[config.mk]
export PLATFORM = sky130hd
export DESIGN_NAME = uart_rx_flat
export DESIGN_NICKNAME = d
export VERILOG_FILES = /design/src/rtl/uart_rx_pkg.sv /design/src/rtl/uart_rx_if.sv /design/src/rtl/uart_sync2.sv /design/src/rtl/uart_rx.sv /design/src/flat_wrapper.sv
export SDC_FILE = /design/constraint.sdc
export NUM_CORES = 1
export LEC_CHECK = 0
export BUFFER_PORTS_ARGS = -buffer_cell sky130_fd_sc_hd__buf_2
export CAP_MARGIN = 20
export CORE_UTILIZATION = 55
export CTS_BUF_LIST = sky130_fd_sc_hd__clkbuf_4 sky130_fd_sc_hd__clkbuf_8
export DETAILED_ROUTE_END_ITERATION = 16
export GPL_ROUTABILITY_DRIVEN = 1
export PLACE_DENSITY = 0.76
export SETUP_SLACK_MARGIN = 0.5
export SYNTH_ARGS = -nofsm -noshare
export SYNTH_HDL_FRONTEND = slang
export SYNTH_HIERARCHICAL = 1
export SYNTH_SLANG_ARGS = --single-unit
[constraint.sdc]
create_clock -name clk -period 3.35 [get_ports clk]
set_clock_uncertainty 0.2 [all_clocks]
set_input_delay 0.335 -clock clk [delete_from_list [all_inputs] [get_ports clk]]
set_output_delay 0.335 -clock clk [all_outputs]
set_load 0.01 [all_outputs]
[src/rtl/uart_rx_pkg.sv]
// rtl/uart_rx_pkg.sv - shared uart FSM encodings and default frame constants
// Purpose: state encoding shared by uart_rx (and the future uart_tx),
//          plus the default 8N1 / 16x oversampling constants.
// Ports:   none (package).
package uart_rx_pkg;

  typedef enum logic [1:0] {
    IDLE  = 2'd0,
    START = 2'd1,
    DATA  = 2'd2,
    STOP  = 2'd3
  } uart_state_e;

  localparam int UART_DBIT    = 8;
  localparam int UART_OVS     = 16;
  localparam int UART_SB_TICK = 16;

endpackage

[src/rtl/uart_rx_if.sv]
// rtl/uart_rx_if.sv - serial-side inputs and parallel-side outputs of the receiver
// Purpose: bundles the rx line, oversampling tick and the received-byte outputs.
// Ports:   rx, s_tick (toward receiver); dout, rx_done, frame_err, rx_busy (from receiver).
//          master = line/tick source and consumer, slave = uart_rx.
interface uart_rx_if import uart_rx_pkg::*; #(
  parameter int DBIT = UART_DBIT
) ();

  logic            rx;
  logic            s_tick;
  logic [DBIT-1:0] dout;
  logic            rx_done;
  logic            frame_err;
  logic            rx_busy;

  modport master (
    output rx, s_tick,
    input  dout, rx_done, frame_err, rx_busy
  );

  modport slave (
    input  rx, s_tick,
    output dout, rx_done, frame_err, rx_busy
  );

endinterface

[src/rtl/uart_sync2.sv]
// rtl/uart_sync2.sv - two-flop synchronizer with a selectable reset value
// Purpose: brings an asynchronous input into the clk domain (2 clk latency).
// Ports:   clk, rst (sync, active-high), rst_val (value loaded on reset),
//          d (async input), q (synchronized output).
module uart_sync2 import uart_rx_pkg::*; #(
  parameter int W = 1
) (
  input  logic         clk,
  input  logic         rst,
  input  logic [W-1:0] rst_val,
  input  logic [W-1:0] d,
  output logic [W-1:0] q
);

  logic [W-1:0] meta_q, meta_d;
  logic [W-1:0] sync_q, sync_d;

  always_comb begin
    meta_d = d;
    sync_d = meta_q;
  end

  always_ff @(posedge clk) begin
    if (rst) begin
      meta_q <= rst_val;
      sync_q <= rst_val;
    end else begin
      meta_q <= meta_d;
      sync_q <= sync_d;
    end
  end

  assign q = sync_q;

endmodule

[src/rtl/uart_rx.sv]
// rtl/uart_rx.sv - 8N1-style serial receiver driven by an oversampling tick
// Purpose: detects the start bit, samples each data bit mid-period (LSB first),
//          checks the stop bit and presents the byte with a one-clk done strobe.
// Ports:   clk, rst (sync, active-high); bus (uart_rx_if.slave):
//          rx, s_tick in; dout, rx_done, frame_err, rx_busy out.
module uart_rx import uart_rx_pkg::*; #(
  parameter int DBIT    = UART_DBIT,
  parameter int OVS     = UART_OVS,
  parameter int SB_TICK = UART_SB_TICK
) (
  input  logic      clk,
  input  logic      rst,
  uart_rx_if.slave  bus
);

  localparam int TW = $clog2((OVS > SB_TICK) ? OVS : SB_TICK);
  localparam int BW = $clog2(DBIT);

  localparam logic [TW-1:0] HALF_LAST = TW'(OVS / 2 - 1);
  localparam logic [TW-1:0] BIT_LAST  = TW'(OVS - 1);
  localparam logic [TW-1:0] STOP_LAST = TW'(SB_TICK - 1);
  localparam logic [BW-1:0] DBIT_LAST = BW'(DBIT - 1);

  logic rx_s;

  uart_sync2 #(.W(1)) u_sync (
    .clk     (clk),
    .rst     (rst),
    .rst_val (1'b1),
    .d       (bus.rx),
    .q       (rx_s)
  );

  uart_state_e     state_q, state_d;
  logic [TW-1:0]   tick_q,  tick_d;
  logic [BW-1:0]   bit_q,   bit_d;
  logic [DBIT-1:0] shreg_q, shreg_d;
  logic [DBIT-1:0] dout_q,  dout_d;
  logic            done_q,  done_d;
  logic            ferr_q,  ferr_d;

  always_ff @(posedge clk) begin
    if (rst) begin
      state_q <= IDLE;
      tick_q  <= '0;
      bit_q   <= '0;
      shreg_q <= '0;
      dout_q  <= '0;
      done_q  <= 1'b0;
      ferr_q  <= 1'b0;
    end else begin
      state_q <= state_d;
      tick_q  <= tick_d;
      bit_q   <= bit_d;
      shreg_q <= shreg_d;
      dout_q  <= dout_d;
      done_q  <= done_d;
      ferr_q  <= ferr_d;
    end
  end

  always_comb begin
    state_d = state_q;
    tick_d  = tick_q;
    bit_d   = bit_q;
    shreg_d = shreg_q;
    dout_d  = dout_q;
    done_d  = 1'b0;
    ferr_d  = 1'b0;
    unique case (state_q)
      // Start detection is not tick-qualified, so a new frame can begin
      // the very first clk after STOP returns here.
      IDLE: begin
        if (!rx_s) begin
          state_d = START;
          tick_d  = '0;
        end
      end
      START: begin
        if (bus.s_tick) begin
          if (tick_q == HALF_LAST) begin
            // Line back high at mid start bit: a glitch, drop it silently.
            if (!rx_s) begin
              state_d = DATA;
              tick_d  = '0;
              bit_d   = '0;
            end else begin
              state_d = IDLE;
            end
          end else begin
            tick_d = tick_q + 1'b1;
          end
        end
      end
      DATA: begin
        if (bus.s_tick) begin
          if (tick_q == BIT_LAST) begin
            tick_d  = '0;
            shreg_d = {rx_s, shreg_q[DBIT-1:1]};
            if (bit_q == DBIT_LAST) begin
              state_d = STOP;
            end else begin
              bit_d = bit_q + 1'b1;
            end
          end else begin
            tick_d = tick_q + 1'b1;
          end
        end
      end
      STOP: begin
        if (bus.s_tick) begin
          if (tick_q == STOP_LAST) begin
            state_d = IDLE;
            dout_d  = shreg_q;
            done_d  = 1'b1;
            ferr_d  = ~rx_s;
          end else begin
            tick_d = tick_q + 1'b1;
          end
        end
      end
      default: state_d = IDLE;
    endcase
  end

  assign bus.dout      = dout_q;
  assign bus.rx_done   = done_q;
  assign bus.frame_err = ferr_q;
  assign bus.rx_busy   = (state_q != IDLE);

endmodule

[src/flat_wrapper.sv]
// flat-port wrapper written by rule: the top's interface ports become plain ports
module uart_rx_flat import uart_rx_pkg::*;
#(
  parameter int DBIT    = UART_DBIT,
  parameter int OVS     = UART_OVS,
  parameter int SB_TICK = UART_SB_TICK
)
  (clk, rst, bus_rx, bus_s_tick, bus_dout, bus_rx_done, bus_frame_err, bus_rx_busy);
  uart_rx_if #(.DBIT(DBIT)) bus_i ();
  input  logic clk;
  input  logic rst;
  input wire logic [$bits(bus_i.rx)-1:0] bus_rx;
  input wire logic [$bits(bus_i.s_tick)-1:0] bus_s_tick;
  output wire logic [$bits(bus_i.dout)-1:0] bus_dout;
  output wire logic [$bits(bus_i.rx_done)-1:0] bus_rx_done;
  output wire logic [$bits(bus_i.frame_err)-1:0] bus_frame_err;
  output wire logic [$bits(bus_i.rx_busy)-1:0] bus_rx_busy;
  assign bus_i.rx = bus_rx;
  assign bus_i.s_tick = bus_s_tick;
  assign bus_dout = bus_i.dout;
  assign bus_rx_done = bus_i.rx_done;
  assign bus_frame_err = bus_i.frame_err;
  assign bus_rx_busy = bus_i.rx_busy;
  uart_rx #(.DBIT(DBIT), .OVS(OVS), .SB_TICK(SB_TICK)) u_core (.clk(clk), .rst(rst), .bus(bus_i));
endmodule
==> flow_metrics.py <==
metrics = {
    "status": {
        "status": "finished clean",
    },
    "yosys": {
        "yosysTopAreaCell": "dfxtp_1",
        "yosys_warnings": 6,
        "ys_top_cells_by_area": "dfxtp_1 45%, mux2i_1 14%, nor2_1 6.4%",
        "synthArstFlopShare_pct": 0,
        "synth_top_flop_cell": "dfxtp_1",
        "ys_ff_latch": 29,
        "synth_most_common_cell": "dfxtp_1",
        "syn_area_sq_mm": 0.00130,
        "postSynthCellCount": 133,
        "synth_edf_count": 0,
        "syn_avg_cell_area_sq_um": 9.76,
        "synthTopCellsByCount": "29 x dfxtp_1, 22 x nor2_1, 18 x mux2i_1",
        "ys_seq_area_share_pct": 44.7,
        "netlist.area_leader.share_pct": 44.7,
        "synth.distinct_cells": 36,
    },
    "detailed_routing": {
        "final_antenna_net_count": 0,
        "drc": 0,
        "detail_route.wirelength_mm": 2.33,
        "wl_per_cell_um": 13.2,
        "drtIter0Drc": 6,
        "num_vias": 983,
        "via_per_inst": 5.59,
        "drt_pass1_iterations": 4,
    },
    "cells_and_area": {
        "post-route-util_pct": 64.6,
        "finish.net_count": 154,
        "multi_input_area_sq_um": 654,
        "register_area_sq_um": 581,
        "antennaDiodeCount": 0,
        "fillers": 201,
        "syn2layout_area_growth_pct": 10.1,
        "drive_above_1_share_pct": 22.3,
    },
    "clock_network": {
        "numClockSinks": 29,
        "htreeDepth": 2,
        "cts.hold.buffers_added": 0,
        "cts_root_buf": "clkbuf_4",
        "cts_resized": 0,
        "post-cts-setup-buffers": 0,
        "cts_buffer_depth": 2,
        "cts_tree": "built",
        "clk_latency_ns": 0.33,
        "path_clk_slew_ns": 0.10,
        "cts_buffers": 5,
    },
    "global_route": {
        "grt_max_degree": 34,
        "grt_overflow": 0,
        "grt_use_total_pct": 22.0,
        "grt_pass1_vias": 938,
        "grt_pass1_wl_mm": 4.06,
        "antenna_found_initial": 0,
    },
    "timing": {
        "final_max_slew_viol_count": 0,
        "setup_tns_ns": 0,
        "hold_slack_ns": 0.0177,
        "finalCritPeriodShare_pct": 68.3,
        "max_clock_freq_ghz": 0.437,
        "layout_min_cycle_time_ns": 2.29,
        "setup-violations-final": 0,
        "slew_headroom_pct": 49.8,
        "setup_slack_ns": 1.06,
        "hold_viol": 0,
        "grt_setup_unrepaired": "no",
        "tightest_slew_ns": 0.750,
    },
    "placement": {
        "hpwl_mm": 1.61,
        "dpl_worst_slack_ns": 1.09,
        "io_buffers": 14,
        "gp_congestion": 0.784,
    },
    "pwr": {
        "powerDensity_mw_per_mm2": 448,
        "irDropWorstVdd_v": 0.000332,
        "cellLeakagePower_uw": 0.000544,
        "power_uw": 640,
    },
    "worst_setup_path": {
        "cp-end-kind": "flip-flop",
        "path_buf_inv": 0,
        "cp-start-kind": "flip-flop",
        "path_delay_family": "simple AND/OR/NAND/NOR gates",
        "cpMaxStageDelayCell": "nor3b_2",
        "crit_arrival_ns": 2.28,
        "max_stage_delay_ns": 0.68,
        "path_max_fanout": 8,
        "crit_type": "flip-flop to flip-flop",
        "cp.required_ns": 3.35,
        "cp_cell_sequence": "ha_1 > nand4_2 > nor3b_2 > mux2i_1 > nor2_1",
    },
    "floorplan": {
        "core_area_sq_mm": 0.00221,
        "die_h_um": 50.6,
        "chipWidth_um": 50.6,
        "dieArea_sq_mm": 0.00256,
        "io_pins": 15,
        "row_count": 17,
        "start_util_pct": 58.7,
    },
    "min_path": {
        "hold_class": "input port to flip-flop",
    },
    "job": {
        "drv_cap": 0,
    },
}
registers in the layout (all words and copies together) (netlist names), named ones only:
register and cells:
u_core/bus.rx_done 1, u_core/tick_q 4, u_core/state_q 1, u_core/bit_q 3, u_core/u_sync/q 1, u_core/bus.frame_err 1, u_core/u_sync/meta_q 1, u_core/shreg_q 8
u_core/bus.dout 8
path summary, 6_finish.rpt:
check	slack (ns)	end	cells after the start	from
setup / recovery	1.06	u_core/shreg_q[7]$_SDFFE_PP0P_	5	u_core/tick_q[0]$_SDFFE_PP0P_
hold / removal	0.02	u_core/u_sync/meta_q$_DFF_P_	2	bus_rx
hold reg to reg	0.29	u_core/bit_q[1]$_SDFFE_PP0P_	2	u_core/bit_q[1]$_SDFFE_PP0P_
setup reg to reg	1.06	u_core/shreg_q[7]$_SDFFE_PP0P_	5	u_core/tick_q[0]$_SDFFE_PP0P_
per-stage QoR:
stage | instances | cell area (sq um)
after floorplan | 134 | 1300
after global placement | 168 | 1360
after detailed placement | 168 | 1360
after CTS | 176 | 1430
after global routing | 176 | 1430
final | 176 | 1430
power by group:
group	total (uW)	internal [uW]	switching, uW
Clock	240	121	118
Sequential	361	350	10.8
Combinational	40.0	17.4	22.6
Total	640	489	152
cell families (layout without fill, tap and decap cells):
group | Yosys count | count (layout) | share of synthesized area, %
mux | 22 | 22 | 17.4
buf+inv | 13 | 27 | 5.11
flops | 29 | 29 | 44.7
xor+xnor | 3 | 3 | 2.03
other cells | 1 | 2 | 0.289
compound gates | 15 | 15 | 9.26
fa+ha+maj | 3 | 3 | 2.89
simple gates | 47 | 47 | 18.3
routing by layer:
layer  routed length (um)  vias up  GRT usage (%)
li1                     -      486              -
met1                 1010      463           23.9
met2                 1130       26           36.7
met3                  125        8           6.36
met4                   65        0           15.3
met5                    0        -              0
final cells by class:
type / instances / area share, %
timing repair buffer: 14 / 4.90
sequential: 29 / 40.6
clock inverter: 1 / 0.350
inverter: 5 / 1.31
clock buffer: 7 / 4.55
multi-input combinational: 92 / 45.8
tap: 28 / 2.45
layout by cell type (no fill, tap or decap), types with 2 or more instances in the layout:
cell	n
clkbuf_8	2
nor2_1	22
a31oi_1	2
inv_1	4
buf_2	14
conb_1	2
clkbuf_4	5
ha_1	3
nand2b_1	5
xnor2_1	2
dfxtp_1	29
nand2_1	6
o21ai_0	4
mux2i_1	18
mux2_2	4
nor3_1	6
a41oi_1	2
No activity file was read; power rests on OpenSTA's default activity.
